--- src/rtl/ov7670_blob_scanner_if.sv ---
// Scanner-side bus: start handshake, frame-buffer read port and results.
interface ov7670_blob_scanner_if #(
    parameter int ADDR_W = 19,
    parameter int XW     = 10,
    parameter int YW     = 9
);
    logic              Start;
    logic              Read;
    logic [ADDR_W-1:0] ReadAddr;
    logic              BufferData;
    logic              Busy;
    logic              Done;
    logic              Valid;
    logic [ADDR_W-1:0] PixelCount;
    logic [XW-1:0]     XMin, XMax;
    logic [YW-1:0]     YMin, YMax;

    // scanner side
    modport master (
        input  Start, BufferData,
        output Read, ReadAddr, Busy, Done, Valid, PixelCount,
               XMin, XMax, YMin, YMax
    );

    // controller / buffer side
    modport slave (
        output Start, BufferData,
        input  Read, ReadAddr, Busy, Done, Valid, PixelCount,
               XMin, XMax, YMin, YMax
    );
endinterface

--- src/rtl/ov7670_blob_scanner.sv ---
// Sweeps the binarized frame buffer once per Start and reports the white
// pixel count and bounding box of the frame.
module ov7670_blob_scanner #(
    parameter int WIDTH  = 640,
    parameter int HEIGHT = 480,
    parameter int ADDR_W = 19,
    parameter int XW     = 10,
    parameter int YW     = 9,
    parameter int RD_LAT = 1
) (
    input  logic                   Clock,
    input  logic                   Reset,
    ov7670_blob_scanner_if.master  bus
);
    localparam int DW = (RD_LAT > 1) ? $clog2(RD_LAT) : 1;

    typedef enum logic [1:0] {IDLE, SCAN, DRAIN, DONE} state_t;
    state_t state, state_nxt;

    logic [XW-1:0]     x;
    logic [YW-1:0]     y;
    logic [ADDR_W-1:0] addr;
    logic [DW-1:0]     drain_cnt;
    logic              last_issue, drain_last, issue;

    // coordinates travel alongside the read so each sample meets its own x/y
    logic              vld_pipe [1:RD_LAT];
    logic [XW-1:0]     x_pipe   [1:RD_LAT];
    logic [YW-1:0]     y_pipe   [1:RD_LAT];

    logic              smp;
    logic [XW-1:0]     sx;
    logic [YW-1:0]     sy;
    logic [ADDR_W-1:0] cnt, cnt_nxt;
    logic [XW-1:0]     xmin, xmax, xmin_nxt, xmax_nxt;
    logic [YW-1:0]     ymin, ymax, ymin_nxt, ymax_nxt;

    logic              res_valid;
    logic [ADDR_W-1:0] res_cnt;
    logic [XW-1:0]     res_xmin, res_xmax;
    logic [YW-1:0]     res_ymin, res_ymax;

    assign last_issue = (x == XW'(WIDTH - 1)) && (y == YW'(HEIGHT - 1));
    assign drain_last = (drain_cnt == DW'(RD_LAT - 1));
    assign issue      = (state == SCAN);

    assign smp = vld_pipe[RD_LAT] & bus.BufferData;
    assign sx  = x_pipe[RD_LAT];
    assign sy  = y_pipe[RD_LAT];

    // state register
    always_ff @(posedge Clock) begin
        if (Reset) state <= IDLE;
        else       state <= state_nxt;
    end

    // next-state: one pass of the frame, drain the read latency, report
    always_comb begin
        state_nxt = state;
        case (state)
            IDLE:    if (bus.Start) state_nxt = SCAN;
            SCAN:    if (last_issue) state_nxt = DRAIN;
            DRAIN:   if (drain_last) state_nxt = DONE;
            DONE:    state_nxt = IDLE;
            default: state_nxt = IDLE;
        endcase
    end

    // accumulator update for the sample arriving this cycle
    always_comb begin
        cnt_nxt  = cnt + ADDR_W'(smp);
        xmin_nxt = (smp && sx < xmin) ? sx : xmin;
        xmax_nxt = (smp && sx > xmax) ? sx : xmax;
        ymin_nxt = (smp && sy < ymin) ? sy : ymin;
        ymax_nxt = (smp && sy > ymax) ? sy : ymax;
    end

    // alignment pipeline for issued coordinates
    always_ff @(posedge Clock) begin
        if (Reset) begin
            for (int i = 1; i <= RD_LAT; i++) begin
                vld_pipe[i] <= 1'b0;
                x_pipe[i]   <= '0;
                y_pipe[i]   <= '0;
            end
        end else begin
            vld_pipe[1] <= issue;
            x_pipe[1]   <= x;
            y_pipe[1]   <= y;
            for (int i = 2; i <= RD_LAT; i++) begin
                vld_pipe[i] <= vld_pipe[i-1];
                x_pipe[i]   <= x_pipe[i-1];
                y_pipe[i]   <= y_pipe[i-1];
            end
        end
    end

    // raster address generator, accumulators and drain counter
    always_ff @(posedge Clock) begin
        if (Reset) begin
            x <= '0; y <= '0; addr <= '0; drain_cnt <= '0;
            cnt <= '0; xmin <= '1; xmax <= '0; ymin <= '1; ymax <= '0;
        end else begin
            drain_cnt <= (state == DRAIN) ? drain_cnt + DW'(1) : '0;
            if (state == IDLE && bus.Start) begin
                x <= '0; y <= '0; addr <= '0;
                cnt <= '0; xmin <= '1; xmax <= '0; ymin <= '1; ymax <= '0;
            end else begin
                cnt <= cnt_nxt; xmin <= xmin_nxt; xmax <= xmax_nxt;
                ymin <= ymin_nxt; ymax <= ymax_nxt;
                // address holds on the last pixel through DRAIN
                if (state == SCAN && !last_issue) begin
                    addr <= addr + ADDR_W'(1);
                    if (x == XW'(WIDTH - 1)) begin
                        x <= '0;
                        y <= y + YW'(1);
                    end else begin
                        x <= x + XW'(1);
                    end
                end
            end
        end
    end

    // results load on entry to DONE from the final accumulator values,
    // so they are already visible during the Done pulse
    always_ff @(posedge Clock) begin
        if (Reset) begin
            res_valid <= 1'b0; res_cnt <= '0;
            res_xmin <= '0; res_xmax <= '0; res_ymin <= '0; res_ymax <= '0;
        end else if (state == DRAIN && drain_last) begin
            res_valid <= (cnt_nxt != '0);
            res_cnt   <= cnt_nxt;
            res_xmin  <= (cnt_nxt != '0) ? xmin_nxt : '0;
            res_xmax  <= (cnt_nxt != '0) ? xmax_nxt : '0;
            res_ymin  <= (cnt_nxt != '0) ? ymin_nxt : '0;
            res_ymax  <= (cnt_nxt != '0) ? ymax_nxt : '0;
        end
    end

    assign bus.Read       = (state == SCAN) || (state == DRAIN);
    assign bus.Busy       = (state != IDLE);
    assign bus.Done       = (state == DONE);
    assign bus.ReadAddr   = addr;
    assign bus.Valid      = res_valid;
    assign bus.PixelCount = res_cnt;
    assign bus.XMin       = res_xmin;
    assign bus.XMax       = res_xmax;
    assign bus.YMin       = res_ymin;
    assign bus.YMax       = res_ymax;
endmodule

--- src/flat_wrapper.sv ---
// flat-port wrapper written by rule: the top's interface ports become plain ports
module ov7670_blob_scanner_flat 
#(
    parameter int WIDTH  = 640,
    parameter int HEIGHT = 480,
    parameter int ADDR_W = 19,
    parameter int XW     = 10,
    parameter int YW     = 9,
    parameter int RD_LAT = 1
)
  (Clock, Reset, bus_Start, bus_BufferData, bus_Read, bus_ReadAddr, bus_Busy, bus_Done, bus_Valid, bus_PixelCount, bus_XMin, bus_XMax, bus_YMin, bus_YMax);
  ov7670_blob_scanner_if #(.ADDR_W(ADDR_W), .XW(XW), .YW(YW)) bus_i ();
  input  logic Clock;
  input  logic Reset;
  input wire logic [$bits(bus_i.Start)-1:0] bus_Start;
  input wire logic [$bits(bus_i.BufferData)-1:0] bus_BufferData;
  output wire logic [$bits(bus_i.Read)-1:0] bus_Read;
  output wire logic [$bits(bus_i.ReadAddr)-1:0] bus_ReadAddr;
  output wire logic [$bits(bus_i.Busy)-1:0] bus_Busy;
  output wire logic [$bits(bus_i.Done)-1:0] bus_Done;
  output wire logic [$bits(bus_i.Valid)-1:0] bus_Valid;
  output wire logic [$bits(bus_i.PixelCount)-1:0] bus_PixelCount;
  output wire logic [$bits(bus_i.XMin)-1:0] bus_XMin;
  output wire logic [$bits(bus_i.XMax)-1:0] bus_XMax;
  output wire logic [$bits(bus_i.YMin)-1:0] bus_YMin;
  output wire logic [$bits(bus_i.YMax)-1:0] bus_YMax;
  assign bus_i.Start = bus_Start;
  assign bus_i.BufferData = bus_BufferData;
  assign bus_Read = bus_i.Read;
  assign bus_ReadAddr = bus_i.ReadAddr;
  assign bus_Busy = bus_i.Busy;
  assign bus_Done = bus_i.Done;
  assign bus_Valid = bus_i.Valid;
  assign bus_PixelCount = bus_i.PixelCount;
  assign bus_XMin = bus_i.XMin;
  assign bus_XMax = bus_i.XMax;
  assign bus_YMin = bus_i.YMin;
  assign bus_YMax = bus_i.YMax;
  ov7670_blob_scanner #(.WIDTH(WIDTH), .HEIGHT(HEIGHT), .ADDR_W(ADDR_W), .XW(XW), .YW(YW), .RD_LAT(RD_LAT)) u_core (.Clock(Clock), .Reset(Reset), .bus(bus_i));
endmodule
--- config.mk ---
export PLATFORM = sky130hd
export DESIGN_NAME = ov7670_blob_scanner_flat
export DESIGN_NICKNAME = d
export VERILOG_FILES = /design/src/rtl/ov7670_blob_scanner_if.sv /design/src/rtl/ov7670_blob_scanner.sv /design/src/flat_wrapper.sv
export SDC_FILE = /design/constraint.sdc
export NUM_CORES = 1
export LEC_CHECK = 0
export ABC_AREA = 0
export CAP_MARGIN = 5
export CORE_MARGIN = 2
export CORE_UTILIZATION = 25
export CTS_CLUSTER_DIAMETER = 150
export DETAILED_ROUTE_END_ITERATION = 8
export SETUP_SLACK_MARGIN = 0.2
export SYNTH_ARGS = -nofsm -noshare
export SYNTH_HDL_FRONTEND = slang
export SYNTH_SLANG_ARGS = --single-unit
export TNS_END_PERCENT = 30
--- constraint.sdc ---
create_clock -name Clock -period 3.7 [get_ports Clock]
set_input_delay 0.74 -clock Clock [delete_from_list [all_inputs] [get_ports Clock]]
set_output_delay 0.74 -clock Clock [all_outputs]
set_load 0.02 [all_outputs]
# Word level (Yosys, flattened, before mapping)
# Memory sizes are Yosys's and may differ from the RTL's.
# Index checks and enable logic that the tools add are counted.
# op_classes
n_reduce_logical	17
muxes	19
n_eq_ne	8
magnitude_cmp	4
add_sub_neg	5
bitwise_logic	6
# ops
cell	count
$mux 10	6
$mux 9	5
$add 19x1->19	1
$add 19x1->19 const B	1
$reduce_bool 19->1	1
$add 10x1->10 const B	1
$eq 10x10->1 const B	1
$gt 10x10->1	1
$lt 10x10->1	1
$add 9x1->9 const B	1
$eq 9x9->1 const B	1
$gt 9x9->1	1
$lt 9x9->1	1
$logic_and 1x1->1	8
$pmux 2 s4	1
$mux 2	3
$eq 2x2->1 const B	2
$mux 1	4
$ne 2x2->1 const B	2
$reduce_or 2->1	2
$or 1x1->1	3
$reduce_and 3->1	1
$eq 2x1->1 const B	1
$logic_not 2->1	1
other kinds (8)	9
# word_totals
output_inout_bits	80
ff_bits	156
ram_bits	20
elab_cells	78
mem_count	3
# memory_table
name	words	word_bits	read_ports	rd_ports_with_merged_regs	wr	line	text
u_core.x_pipe	1	10	1	0	1	ov7670_blob_scanner.sv:28	logic [XW-1:0] x_pipe [1:RD_LAT];
u_core.y_pipe	1	9	1	0	1	ov7670_blob_scanner.sv:29	logic [YW-1:0] y_pipe [1:RD_LAT];
u_core.vld_pipe	1	1	1	0	1	ov7670_blob_scanner.sv:27	logic vld_pipe [1:RD_LAT];

# Logic depth before layout (Yosys ltp)
# logic_depth
ltp_word	5
depth_mapped	13
ltp_nobuf	10

# Least setup slack after synthesis
# Ideal clock, no wire load.
# synth_path
path_kind	input-to-reg
start	input bus_BufferData
end	register u_core.res_xmax[6] (netlist: u_core.bus.XMax[6])
required_time_ns	3.564
setup_time_ns	0.136
setup_slack_ns	0.660
stages	13
n_path_buf	3
arrival_time_ns	2.904
cell_sequence	nand2_1 > inv_1 > ha_1 > ha_1 > buf_2 > clkinv_1 > or2_1 > a2111oi_2 > o211ai_1 > nor4_2 > buf_4 > buf_6 > o32ai_1
# synth_between
elab_chain_len	4
word_cells_on_any_way	6
classes_between	add/sub (1); mux (2); bitwise (1); reduce/logical (2)
# synth_lines
element	line	text
from (decl)	flat_wrapper.sv:16	input wire logic [$bits(bus_i.BufferData)-1:0] bus_BufferData;
$and 1x1->1 (*)	ov7670_blob_scanner.sv:47	assign smp = vld_pipe[RD_LAT] & bus.BufferData;
$add 19x1->19 or $logic_and 1x1->1 (tied branches)	ov7670_blob_scanner.sv:71, ov7670_blob_scanner.sv:73	
$reduce_bool 19->1 or $mux 10 (tied branches)	ov7670_blob_scanner.sv:135, ov7670_blob_scanner.sv:73	
$mux 10 (*)	ov7670_blob_scanner.sv:135	res_xmax <= (cnt_nxt != '0) ? xmax_nxt : '0;
to (signal assigned)	ov7670_blob_scanner.sv:135	
to (decl)	ov7670_blob_scanner.sv:40	logic [XW-1:0] res_xmin, res_xmax;
# Every way passes the cells marked *; elsewhere a longest branch is shown, timed or not.
# A chain may end at the register's enable or synchronous reset.

# Worst setup path in the final report
# layout_path
start	input bus_BufferData
end	register u_core.res_ymax[5] (netlist: u_core.bus.YMax[5])
# layout_between
elab_chain_len	4
word_cells_on_any_way	6
classes_between	add/sub (1); mux (2); bitwise (1); reduce/logical (2)
# layout_lines
element	line	text
$and 1x1->1 (*)	ov7670_blob_scanner.sv:47	
$add 19x1->19 or $logic_and 1x1->1 (tied branches)	ov7670_blob_scanner.sv:71, ov7670_blob_scanner.sv:75	
$reduce_bool 19->1 or $mux 9 (tied branches)	ov7670_blob_scanner.sv:137, ov7670_blob_scanner.sv:75	
$mux 9 (*)	ov7670_blob_scanner.sv:137	res_ymax <= (cnt_nxt != '0) ? ymax_nxt : '0;
to (signal assigned)	ov7670_blob_scanner.sv:137	
to (decl)	ov7670_blob_scanner.sv:41	logic [YW-1:0] res_ymin, res_ymax;
# Marked as above.

==> metrics.cfg <==
[finish]
drive_gt1_frac = 0.0615
fillerInstances = 3160
area_growth_pct = 23.8
fin_nets = 965
num_antenna_cells = 0
finalNonFillerCells = 1323
fin_util = 0.315

[routing]
vias = 6029
drt_wl_total_um = 18000
first_pass_iters = 4
vias_per_cell = 4.56
drtIter0Drc = 273
ant_nets = 0
wire_per_inst_um = 13.6
wirelength_met1_um = 9050
dr_wl_met3_um = 660
met2WireLength_um = 8000
drc = 0
top_layer = met4

[run_status]
outcome = completed

[setup_path]
critical_path.max_stage_delay_ns = 0.45
end_kind = flip-flop
critPathLaunch = bus_BufferData
worstPathArrival_ns = 3.54
path_delay_family = buffers and inverters
timing.rr.start = u_core.vld_pipe[1]
path_buf_inv = 4
cp_cell_sequence = clkdlybuf4s50_1 > nand2_1 > inv_1 > ha_1 > ha_1 > clkinv_1 > or2_1 > a2111oi_2 > o211ai_1 > nor4_4 > buf_12 > o32ai_1
crit_path_max_fanout = 39
worstSetupPathType = in -> reg
startpoint_type = input pin
cp_common_cell = ha_1
worst_ep_required_time_ns = 3.99
critPathSlowestCell = clkdlybuf4s50_1

[die]
die_area_mm2 = 0.0327
chipHeight_um = 181
start_util = 0.255
die_w_um = 181
row_count = 64
pin_count = 84
core_mm2 = 0.0307

[clocking]
path_clk_slew_ns = 0.07
cts-root-buf = clkbuf_16
post_cts_buffers = 0
clock_latency_ns = 0.43
cts_tree = yes
h-tree-depth = 4
cts_hold_buf = 0
clock_sinks = 176
numCtsBuffers = 17
cts.path.max_buffers = 2

[synth]
synth.most_common_cell = dfxtp_1
synthTopCellsByArea = dfxtp_1, ha_1, mux2i_1
ys.flop_type = dfxtp_1
seq_area_frac_synth = 0.451
yosysTopAreaCell = dfxtp_1
syn-num-nets = 899
avgSynthCellArea_um2 = 9.19
ys_ff_latch = 176
synth.distinct_cells = 52
synth_edf_count = 0
syn_area_mm2 = 0.00781
netlist_top_cells_count = dfxtp_1, nor2_1, inv_1
yosys.area.top_type_share = 0.451
syn_inst = 849
synthArstFlopShare = 0
ys_warn_count = 0

[sta]
fin_crit_ns = 3.24
worst_pin_slew_ns = 1.12
fmax_mhz = 308
rsz0062_at_grt = no
hold_violations = 0
setup_viol = 0
final-max-slew-violation-count = 0
post-route-period-util = 0.876
clock_skew_ns = 0.0161
maxSlewHeadroom = 0.255

[place]
finalWeightedCongestion = 0.804
place_hpwl_um = 12400
io_buffers = 83
dpl.cell_count = 1292

[flow_run]
cap_viol_max_count = 0

[grt]
grt_util_all_layers = 0.112
overflow = 0
grt_max_degree = 79
grt_pass1_wl_um = 30000
antenna_found_initial = 0
grt_pass1_vias = 5962

[worst_hold_path]
holdCritPathClass = reg -> reg
min_from = u_core.y[8]

[power]
p_leak_nw = 3.63
powerDensity_mw_per_mm2 = 505
ir_drop_mv = 0.208

## layout make-up
class,count,area [µm²],share of cell area
multi-input combinational,570,3910,0.404
sequential,176,3520,0.364
timing repair buffer,97,968,0.100
tap,396,495,0.0513
clock buffer,17,425,0.0440
inverter,53,199,0.0206
clock inverter,14,145,0.0150
## what timing repair did
item                                   in CTS  in global routing
resized for setup                           0                  2
setup endpoints to repair                   0                 39
endpoints found under the hold margin       0                  0
## flip-flops by register name, indices dropped and copies added, names as in the netlist, 2 cells and up
register               cells
u_core.bus.ReadAddr       19
u_core.y_pipe              9
u_core.x                  10
u_core.ymin                9
u_core.bus.PixelCount     19
u_core.xmax               10
u_core.x_pipe             10
u_core.xmin               10
u_core.ymax                9
u_core.state               2
u_core.y                   9
u_core.bus.YMin            9
u_core.cnt                19
u_core.bus.YMax            9
u_core.bus.XMin           10
u_core.bus.XMax           10
## routing by layer
metal | vias up | global-route usage
met4 | 0 | 0.0352
met2 | 93 | 0.178
met1 | 2838 | 0.148
met5 | - | 0
met3 | 16 | 0.0290
li1 | 3082 | -
## worst paths after layout
| path | endpoint | depth (start not counted) | slack [ns] |
|---|---|---|---|
| setup reg to reg | u_core.bus.YMax[5] | 12 | 0.88 |
| hold / removal | u_core.y_pipe[1][8] | 2 | 0.48 |
| setup / recovery | u_core.bus.YMax[5] | 12 | 0.46 |
| hold reg to reg | u_core.y_pipe[1][8] | 2 | 0.48 |
## per-stage QoR
| step | setup TNS (ns) | setup slack [ns] | area [µm²] | hold slack (ns) | power, mW |
|---|---|---|---|---|---|
| floorplan | 0 | 0.660 | 7810 | 0.435 | 2.78 |
| global placement | -1.26 | -0.0389 | 9090 | 0.479 | 3.20 |
| detailed placement | -3.79 | -0.108 | 9090 | 0.475 | 3.21 |
| CTS | 0 | 0.331 | 9660 | 0.475 | 4.96 |
| global route | 0 | 0.243 | 9670 | 0.500 | 5.13 |
| finish | 0 | 0.458 | 9670 | 0.478 | 4.88 |
## cells in the final DEF (no fill, tap or decap), types with 15 or more instances in the layout
master and n:
a211oi_1 24, a21oi_1 19, clkbuf_16 17, clkdlybuf4s50_1 82, dfxtp_1 176, ha_1 46, inv_1 52, mux2i_1 42
nand2_1 47, nand2b_1 43, nand3_1 18, nand4_1 17, nor2_1 106, nor2b_1 19, nor3_1 16, o21ai_0 15
o32ai_1 38, xnor2_1 30, xor2_1 19
## power breakdown
part           switching, mW  internal (mW)  total [mW]
logic                  0.612          0.414        1.03
clock network          0.841          0.893        1.73
registers             0.0874           2.04        2.12
## worst min-delay path: cells and delay by family, from the launching register on
family	cells	cell delay, ns
flops	1	0.32
buf+inv	1	0.08
simple gates	1	0.05
## cells by family (layout without fill, tap and decap cells)
group,count (synthesis),in the layout,share of synthesized area
adder cells (fa/ha/maj),46,46,0.0737
AO/OA/AOI/OAI,126,126,0.119
AND/OR/NAND/NOR,307,307,0.195
buffers and inverters,103,181,0.0524
multiplexers,42,42,0.0539
XOR/XNOR,49,49,0.0550
flip-flops,176,176,0.451
No activity file was read; power rests on OpenSTA's default activity.
